**src/rtl/rs_hs_pipeline_param.sv**
```systemverilog
// rs_hs_pipeline_param
//   Long-haul valid/ready relay. Beats accepted at the head travel through
//   S never-stalling forward register stages into a tail FIFO. The tail's
//   "has room" signal returns to the head through R ready registers. The
//   FIFO holds GRACE_PERIOD = S+R extra entries, so beats still in flight
//   when the head closes always fit.
//
//   Parameters: DATA_WIDTH, DEPTH, BODY_LEVEL, PIPELINE_READY_IN_HEAD,
//               PIPELINE_VALID_AND_DATA_IN_HEAD (the rest are derived)
//   Ports:
//     clk        - clock; all state changes on the rising edge
//     reset      - asynchronous reset, active low
//     in_valid   - upstream beat valid
//     in_ready   - upstream ready (registered when R>0)
//     in_data    - upstream payload
//     out_valid  - downstream beat valid (FIFO not empty)
//     out_ready  - downstream ready
//     out_data   - FIFO head, first-word fall-through; 0 when empty
//     occupancy  - current FIFO count
//   Optional (macro RS_HS_PP_OCC_MON_EN):
//     max_occupancy - high-water mark of occupancy
//     overflow_err  - sticky flag for a push into a full FIFO
module rs_hs_pipeline_param #(
   parameter int unsigned DATA_WIDTH                      = 32,
   parameter int unsigned DEPTH                           = 24,
   parameter int unsigned BODY_LEVEL                      = 4,
   parameter int unsigned PIPELINE_READY_IN_HEAD          = 1,
   parameter int unsigned PIPELINE_VALID_AND_DATA_IN_HEAD = 0,
   localparam int unsigned S            = BODY_LEVEL + PIPELINE_VALID_AND_DATA_IN_HEAD,
   localparam int unsigned R            = BODY_LEVEL + PIPELINE_READY_IN_HEAD,
   localparam int unsigned GRACE_PERIOD = S + R,
   localparam int unsigned REAL_DEPTH   = GRACE_PERIOD + DEPTH + 4,
   localparam int unsigned ADDR_WIDTH   = $clog2(REAL_DEPTH) + 1
) (
   input  logic                  clk,
   input  logic                  reset,
   input  logic                  in_valid,
   output logic                  in_ready,
   input  logic [DATA_WIDTH-1:0] in_data,
   output logic                  out_valid,
   input  logic                  out_ready,
   output logic [DATA_WIDTH-1:0] out_data,
   output logic [ADDR_WIDTH-1:0] occupancy
`ifdef RS_HS_PP_OCC_MON_EN
   ,
   output logic [ADDR_WIDTH-1:0] max_occupancy,
   output logic                  overflow_err
`endif
);

   localparam int unsigned PTR_W = $clog2(REAL_DEPTH);
   localparam logic [ADDR_WIDTH-1:0] DEPTH_C = ADDR_WIDTH'(DEPTH);
   localparam logic [ADDR_WIDTH-1:0] FULL_C  = ADDR_WIDTH'(REAL_DEPTH);
   localparam logic [PTR_W-1:0]      LAST_C  = PTR_W'(REAL_DEPTH - 1);

   logic                  accept;
   logic                  tail_valid;
   logic [DATA_WIDTH-1:0] tail_data;
   logic                  tail_ready;

   always_comb begin
      accept = in_valid & in_ready;
   end

   // ---------------- forward path ----------------
   if (S == 0) begin : g_no_fwd
      always_comb begin
         tail_valid = accept;
         tail_data  = in_data;
      end
   end else begin : g_fwd
      logic [S-1:0]                 fwd_valid_q, fwd_valid_d;
      logic [S-1:0][DATA_WIDTH-1:0] fwd_data_q, fwd_data_d;

      if (S == 1) begin : g_one
         always_comb begin
            fwd_valid_d = accept;
            fwd_data_d  = in_data;
         end
      end else begin : g_many
         always_comb begin
            fwd_valid_d = {fwd_valid_q[S-2:0], accept};
            fwd_data_d  = {fwd_data_q[S-2:0], in_data};
         end
      end

      always_ff @(posedge clk or negedge reset) begin
         if (!reset) fwd_valid_q <= '0;
         else        fwd_valid_q <= fwd_valid_d;
      end

      // Payload qualified by the valid bits, so it needs no reset.
      always_ff @(posedge clk) begin
         fwd_data_q <= fwd_data_d;
      end

      always_comb begin
         tail_valid = fwd_valid_q[S-1];
         tail_data  = fwd_data_q[S-1];
      end
   end

   // ---------------- backward (ready) path ----------------
   if (R == 0) begin : g_no_rdy
      always_comb begin
         in_ready = tail_ready;
      end
   end else begin : g_rdy
      logic [R-1:0] rdy_q, rdy_d;

      if (R == 1) begin : g_one
         always_comb begin
            rdy_d = tail_ready;
         end
      end else begin : g_many
         always_comb begin
            rdy_d = {rdy_q[R-2:0], tail_ready};
         end
      end

      always_ff @(posedge clk or negedge reset) begin
         if (!reset) rdy_q <= '0;
         else        rdy_q <= rdy_d;
      end

      always_comb begin
         in_ready = rdy_q[R-1];
      end
   end

   // ---------------- tail FIFO ----------------
   logic [DATA_WIDTH-1:0] mem_q [REAL_DEPTH];
   logic [PTR_W-1:0]      wr_ptr_q, wr_ptr_d;
   logic [PTR_W-1:0]      rd_ptr_q, rd_ptr_d;
   logic [ADDR_WIDTH-1:0] count_q, count_d;
   logic                  push, pop;

   always_comb begin
      tail_ready = (count_q <= DEPTH_C);
      out_valid  = (count_q != '0);
      occupancy  = count_q;
      out_data   = out_valid ? mem_q[rd_ptr_q] : '0;
      // A beat arriving at a full FIFO is dropped; unreachable with the grace slack.
      push       = tail_valid & (count_q != FULL_C);
      pop        = out_valid & out_ready;

      wr_ptr_d = wr_ptr_q;
      rd_ptr_d = rd_ptr_q;
      count_d  = count_q;
      if (push) wr_ptr_d = (wr_ptr_q == LAST_C) ? '0 : wr_ptr_q + PTR_W'(1);
      if (pop)  rd_ptr_d = (rd_ptr_q == LAST_C) ? '0 : rd_ptr_q + PTR_W'(1);
      case ({push, pop})
         2'b10:   count_d = count_q + ADDR_WIDTH'(1);
         2'b01:   count_d = count_q - ADDR_WIDTH'(1);
         default: count_d = count_q;
      endcase
   end

   always_ff @(posedge clk or negedge reset) begin
      if (!reset) begin
         wr_ptr_q <= '0;
         rd_ptr_q <= '0;
         count_q  <= '0;
      end else begin
         wr_ptr_q <= wr_ptr_d;
         rd_ptr_q <= rd_ptr_d;
         count_q  <= count_d;
      end
   end

   always_ff @(posedge clk) begin
      if (push) mem_q[wr_ptr_q] <= tail_data;
   end

`ifdef RS_HS_PP_OCC_MON_EN
   // ---------------- occupancy monitor ----------------
   logic [ADDR_WIDTH-1:0] max_occ_q, max_occ_d;
   logic                  ovf_q, ovf_d;

   always_comb begin
      max_occ_d = (count_q > max_occ_q) ? count_q : max_occ_q;
      ovf_d     = ovf_q | (tail_valid & (count_q == FULL_C));
      max_occupancy = max_occ_q;
      overflow_err  = ovf_q;
   end

   always_ff @(posedge clk or negedge reset) begin
      if (!reset) begin
         max_occ_q <= '0;
         ovf_q     <= 1'b0;
      end else begin
         max_occ_q <= max_occ_d;
         ovf_q     <= ovf_d;
      end
   end
`endif

endmodule

```
**config.mk**
```make
export PLATFORM = sky130hd
export DESIGN_NAME = rs_hs_pipeline_param
export DESIGN_NICKNAME = d
export VERILOG_FILES = /design/src/rtl/rs_hs_pipeline_param.sv
export SDC_FILE = /design/constraint.sdc
export NUM_CORES = 1
export LEC_CHECK = 0
export ABC_CLOCK_PERIOD_IN_PS = 4700
export CORE_UTILIZATION = 36
export DETAILED_ROUTE_END_ITERATION = 6
export HOLD_SLACK_MARGIN = 0.03
export SKIP_CTS_REPAIR_TIMING = 1
export SLEW_MARGIN = 20
export SYNTH_ARGS = -nofsm -noshare
export SYNTH_HDL_FRONTEND = slang
export SYNTH_SLANG_ARGS = --single-unit
```
**constraint.sdc**
```tcl
create_clock -name clk -period 4.7 [get_ports clk]
set_clock_uncertainty 0.05 [all_clocks]
set_input_delay 0.94 -clock clk [delete_from_list [all_inputs] [get_ports clk]]
set_output_delay 0.94 -clock clk [all_outputs]
set_load 0.005 [all_outputs]
```
==> impl_metrics.tcl <==
set metrics [dict create \
    status "finished with violations" \
    violations "setup timing" \
    synth_top_area_cell "edfxtp_1" \
    setup_slack_ns -0.00694 \
    path_max_fanout 61 \
    relSlewSlack_pct 25.6 \
    clock.fmax_mhz 212 \
    grt_overflow 0 \
    slew_violations 0 \
    syn_nets 2527 \
    critPathArrivalTime_ns 3.72 \
    cp-end-kind "output port" \
    die_h_um 374 \
    async_flop_share_pct 2.09 \
    synth_edf_count 1184 \
    synth_top_area_share_pct 71.2 \
    final_core_util_pct 42.7 \
    synthFlopType "edfxtp_1" \
    synth_seq_area_share_pct 77.7 \
    gp_congestion 0.822 \
    n_antenna_cell 0 \
    start_kind "flop" \
    cts.path.max_buffers 3 \
    root_buffer "clkbuf_16" \
    clkTransAtPathRegs_ns 0.06 \
    drive_gt1_share_pct 21.3 \
    grt_util_all_layers_pct 17.0 \
    grt_pass1_wl_um 174000 \
    rows 136 \
    cell_internal_pwr_uw 23600 \
    die_area_mm2 0.140 \
    initial_core_util_pct 36.3 \
    io_buffers 76 \
    power_density_mw_per_mm2 567 \
    grt_start_max_net_pins 66 \
    vias 24922 \
    ant_nets 0 \
    grt_pass1_vias 25068 \
    synth-seq-cells 1340 \
    n_fill_cell 11803 \
    syn_area_mm2 0.0499 \
    routed_wl_um 122000 \
    min_period_ns 4.71 \
    core_mm2 0.137 \
    yosysUniqueCellTypes 55 \
    die-width_um 374 \
    drt-pass1-iter-count 7 \
    stdcell_count 4602 \
    synthTopCellsByArea "edfxtp_1, mux2i_1, mux4_2" \
    syn_inst 2483 \
    htreeDepth 4 \
    cap_violations 0 \
    nNetsFinal 2747 \
    clock_sinks 1340 \
    clockPowerShare_pct 31.9 \
    cts_tree "yes" \
    p_sw_uw 9660 \
    crit_type "flop to output port" \
    rsz0062_at_grt "true" \
    pwr-share-comb_pct 27.2 \
    ys_warn_count 0 \
    postSynthAreaPerCell_um2 20.1 \
    setup_viol 2 \
    insertion_delay_ns 0.76 \
    required_ns 3.71 \
    seqPwrFrac_pct 40.9 \
    antenna_found_initial 2 \
    hold_path_class "flop to flop" \
    p_leak_uw 0.0193 \
    peakVddDrop_mv 0.474 \
    finalHoldViolCount 0 \
    wl_per_cell_um 26.6 \
    area_delta_synth_final_pct 17.4 \
    post-route-period-util_pct 100 \
    io_pins 77 \
    worst_slew_pin_slew_ns 1.11 \
    viasPerCell 5.42 \
    cts_inserted_buffers 134 \
    drc 0 \
    sw_frac_of_total_pct 29.1 \
    dp_cells 4345 \
    drtIter0Drc 2566 \
    dp_hpwl_um 69700 \
]
==> cell families after synthesis <==
family / count (synthesis) / share of synthesized area, %
multiplexers: 472 / 13.0
flip-flops: 1340 / 77.7
AND/OR/NAND/NOR: 184 / 1.96
adder cells (fa/ha/maj): 8 / 0.200
XOR/XNOR: 11 / 0.193
AO/OA/AOI/OAI: 311 / 4.61
buffers and inverters: 157 / 2.25
==> per-stage QoR <==
| step | setup TNS (ns) | hold WS (ns) | setup slack (ns) | power, µW | area, µm² |
|---|---|---|---|---|---|
| after floorplan | 0 | 0.260 | 0.0388 | 19000 | 49900 |
| after global placement | -0.00828 | 0.260 | -0.00828 | 22000 | 53600 |
| after detailed placement | 0 | 0.262 | 0.113 | 22100 | 53600 |
| after CTS | -9.07 | 0.275 | -0.728 | 32700 | 57900 |
| after global routing | -0.242 | 0.280 | -0.0397 | 34400 | 58600 |
| final | -0.00778 | 0.274 | -0.00694 | 33200 | 58600 |
==> worst paths after layout <==
kind                                  startpoint            end  slack, ns  cells after the start
setup / recovery                     rd_ptr_q[2]   out_data[31]     -0.007                      7
hold / removal             g_fwd.fwd_data_d[107]  tail_data[11]       0.27                      0
setup reg to reg                    occupancy[1]   occupancy[6]       0.77                     12
hold reg to reg            g_fwd.fwd_data_d[107]  tail_data[11]       0.27                      0
max in group asynchronous                  reset    rd_ptr_q[0]       3.73                      2
min in group asynchronous                  reset   occupancy[2]       0.53                      2
==> power by group through the flow <==
| stage | sequential (µW) | clock, µW | combinational [µW] |
|---|---|---|---|
| after floorplan | 13600 | 0 | 5390 |
| after global placement | 13900 | 0 | 8190 |
| after detailed placement | 13900 | 0 | 8230 |
| after CTS | 13600 | 10800 | 8280 |
| after global routing | 13600 | 11200 | 9520 |
| final | 13600 | 10600 | 9060 |
==> sequential cells by signal (all words and copies together) (netlist names) <==
signal             count
g_fwd.fwd_data_d      96
g_fwd.fwd_valid_q      4
g_rdy.rdy_q            5
mem_q               1184
occupancy              7
rd_ptr_q               6
tail_data             32
wr_ptr_q               6
==> cells in the final DEF (no fill, tap or decap), types with 6 or more instances in the layout <==
cell type / Yosys / routed
edfxtp_1: 1184 / 1184
mux2i_1: 333 / 333
clkbuf_16: 0 / 148
mux4_2: 121 / 121
buf_4: 20 / 105
dfxtp_1: 128 / 103
o22ai_1: 79 / 78
clkdlybuf4s50_1: 0 / 76
a22o_1: 68 / 68
nand2_1: 48 / 47
a221oi_1: 54 / 47
nor2_4: 0 / 35
clkbuf_1: 45 / 29
dfxtp_2: 0 / 25
dfrtp_1: 28 / 24
buf_12: 10 / 23
a21oi_1: 21 / 20
clkinv_2: 0 / 20
clkinv_1: 1 / 19
a211oi_1: 19 / 19
o21ai_1: 18 / 18
mux4_1: 17 / 17
o21ai_0: 16 / 16
nor3_2: 18 / 15
nor4_1: 17 / 13
nor2_1: 49 / 13
a2111oi_2: 0 / 12
inv_1: 11 / 10
buf_6: 22 / 10
a2111oi_4: 0 / 9
bufinv_16: 0 / 9
nand3_1: 8 / 8
ha_1: 8 / 8
clkbuf_8: 0 / 8
buf_16: 0 / 8
a221oi_2: 0 / 7
or3_1: 7 / 7
inv_6: 0 / 7
xor2_1: 6 / 6
==> layer usage <==
layer	global-route usage (%)	share of wire, %	wire length, µm
met1	23.8	43	52900
met2	27.1	48	58100
met3	2.57	6.9	8410
met4	5.70	2.3	2870
met5	0	0	0
==> cells in the mapped netlist, types with 16 or more instances <==
library cell,instances
a22o_1,68
clkbuf_1,45
dfxtp_1,128
a211oi_1,19
nor4_1,17
mux4_1,17
nor2_1,49
a221oi_1,54
buf_4,20
a21oi_1,21
edfxtp_1,1184
buf_6,22
o22ai_1,79
buf_2,37
mux2i_1,333
nor3_2,18
o21ai_0,16
a2111oi_0,20
o21ai_1,18
mux4_2,121
dfrtp_1,28
nand2_1,48
==> critical path, cell delays in order (launching register included) <==
cell and delay [ns]:
dfrtp_4 0.59, and2_2 0.34, buf_12 0.24, a221oi_1 0.38, o21ai_1 0.17, a22o_1 0.36
nor3_4 0.21, clkdlybuf4s50_1 0.60
==> final cells by class <==
class | count | area, µm² | share of cell area [%]
Tap cell | 1794 | 2240 | 3.83
Timing Repair Buffer | 229 | 2500 | 4.26
Inverter | 12 | 45.0 | 0.0768
Clock inverter | 61 | 583 | 0.994
Sequential cell | 1340 | 38900 | 66.3
Clock buffer | 180 | 3780 | 6.45
Multi-Input combinational cell | 986 | 10600 | 18.1
Power figures use the tool's default switching activity.
==> edit, RTL diff (same flow settings) <==
Build with the macro `RS_HS_PP_OCC_MON_EN` defined.
--- a/src/rtl/rs_hs_pipeline_param.sv
+++ b/src/rtl/rs_hs_pipeline_param.sv
@@ -21,4 +21,6 @@
 //     max_occupancy - high-water mark of occupancy
 //     overflow_err  - sticky flag for a push into a full FIFO
+`define RS_HS_PP_OCC_MON_EN
+
 module rs_hs_pipeline_param #(
    parameter int unsigned DATA_WIDTH                      = 32,
Formal check against the unedited RTL (old outputs only; new: max_occupancy and overflow_err): same outputs for any inputs over 4 cycles, from zero or initial values and one cycle with reset low; that may be too few to reach the edited logic, so the function may still have changed.
==> edit against the original RTL <==
  * Worst setup slack got worse by 0.048 ns
  * Power decreased by 0.37%
  * The run still ends with setup timing left
  * Sequential cell count increased by 8
  * Highest routed layer is now met5
  * Critical path type unchanged
  * Area after synthesis about the same
  * Critical endpoint is now out_data[12]
  * Synthesized cell count decreased by 3.1%
  * Wire length increased by 3.2%
  * Cell area about the same
  * Sequential share of layout area increased by 0.34 points
==> edit: results (changes against the original RTL) <==
Power and ir drop
  – P_leak: 19.17 nW (-0.45%)
  – Worst VDD drop: 0.4212 mV (-11%)

Critical path
  – Data arrival time of the critical path: 3.77 ns (+0.05 ns)
  – Critical path peak fanout: 10 (-84%)
  – Beginning of the critical path: rd_ptr_q[0]
  – Critical R2R Launch: occupancy[1]
  – Crit-path slowest cell: clkdlybuf4s50_1
  – Largest stage delay on the critical path: 0.60 ns (about the same)
  – CP delay by family, top: buffers and inverters
  – FF-to-FF setup slack: 0.76 ns

STA
  – Final hold slack: 0.2611 ns (-0.01309 ns)
  – Final setup violation count: 2 (unchanged)
  – Slew @ Worst Pin: 0.9467 ns (-0.1666 ns)
  – PnR worst setup slack: -0.05527 ns (-0.04833 ns)

Worst hold path
  – Worst min-delay path category: primary input to asynchronous set/reset pin

Placed design
  – GPL Wtd Cong: 0.7876 (-4.1%)
  – Count of input and output buffers: 84 (+11%)
  – Hpwl dp: 70.78 mm (+1.5%)
  – Dpl ws: 0.1500 ns (+0.03727 ns)

Routing
  – DRT iter0 DRCs: 2,471 (-3.7%)
  – Vias: 24,510 (-1.6%)
  – DR pass1 iterations: 5 (-2)
  – DR WL/cell: 27.73 um (+4.4%)

Logic synthesis
  – Number of synthesis warnings: 0 (unchanged)
  – Post-synth EDFFs: 1,184 (unchanged)
  – Commonest cells in the netlist: 1,184 x edfxtp_1, 224 x mux2i_1, 192 x mux4_2, 128 x dfxtp_1, 98 x o22ai_1
  – Synth top area cells: edfxtp_1 71%, mux4_2 8.7%, dfxtp_1 5.1%, mux2i_1 4.5%, dfrtp_1 1.8%
  – FFs w/ async S/R, synth: 2.671% (+0.58 points)
  – Synth cell types: 52 (-5.5%)
  – Sequential share of the synthesized area: 78.20% (+0.46 points)
  – Mapped Nets: 2,455 (-2.8%)

GRT
  – Largest net degree at the start of global routing: 44 (-33%)
  – Initial antenna violation count: 2 (unchanged)
  – Total GRT Usage: 17.80% (+0.81 points)
  – First-pass GRT wire length: 180.5 mm (+4.0%)

CTS
  – CTS Buffer Depth: 3 (unchanged)
  – Clk pin slew, worst setup/hold paths: 0.06 ns (about the same)
  – CTS Root Cell: clkbuf_16
  – CTS buffer count: 140 (+4.5%)
  – Skew-Pair Late Insertion Delay: 0.77 ns
  – Max H-tree Level: 4 (unchanged)

Job
  – Max_cap viols: 0 (unchanged)

Layout
  – Max reg flops: 1,184 (unchanged)
  – Reg with most FFs: mem_q
  – Layout cells sized above 1: 24.39% (+3.1 points)
  – Final net count: 2,685 (-2.3%)

Run status
  – Failing checks: setup timing
  – Outcome: finished, violations left
-- edit: report_power, final --
group	switching [mW]	internal (mW)	leakage, nW
Combinational	4.53	3.93	4.79
Sequential	0.403	13.3	12.2
Clock	4.62	6.30	2.21
-- edit: worst paths after layout --
path / endpoint / cells past startpoint
worst max-delay path: out_data[12] / 9
worst min-delay path: rd_ptr_q[0] / 1
worst max register to register: occupancy[6] / 13
worst min register to register: g_fwd.fwd_data_d[97] / 0
max in group asynchronous: rd_ptr_q[1] / 1
min in group clk: g_fwd.fwd_data_d[97] / 0
-- edit: logic make-up after synthesis --
logic type               after synthesis  share of synthesized area (%)
AO/OA/AOI/OAI                        261                          4.173
flip-flops                          1348                          78.20
XOR/XNOR                              10                         0.1755
adder cells (fa/ha/maj)               14                         0.3511
buffers and inverters                149                          1.831
multiplexers                         426                          13.39
AND/OR/NAND/NOR                      197                          1.888
-- edit: area by class of cell --
type / instances / area (um2)
antenna: 1 / 2.502
clock buffer: 188 / 3809
clock inverter: 74 / 737.0
fill: 11750 / 78850
inverter: 16 / 60.06
multi-input combinational: 908 / 10540
sequential: 1348 / 39060
tap: 1794 / 2245
timing repair buffer: 221 / 2195
-- edit: through the flow --
step | cell area (um2) | std cells | power (mW) | TNS [ns]
after floorplan | 49900 | 2405 | 18.74 | 0
after global placement | 53580 | 4279 | 21.89 | 0
after detailed placement | 53580 | 4279 | 22.02 | 0
after CTS | 58130 | 4541 | 32.91 | -11.21
after global routing | 58640 | 4549 | 34.26 | -0.4507
final | 58650 | 4550 | 33.13 | -0.07159
-- edit: layer usage --
| layer | part of all wire, % | GRT usage (%) |
|---|---|---|
| met5 | 0.0071 | 0 |
| met4 | 1.8 | 4.570 |
| met2 | 50 | 30.06 |
| met3 | 6.7 | 3.085 |
| met1 | 41 | 23.76 |
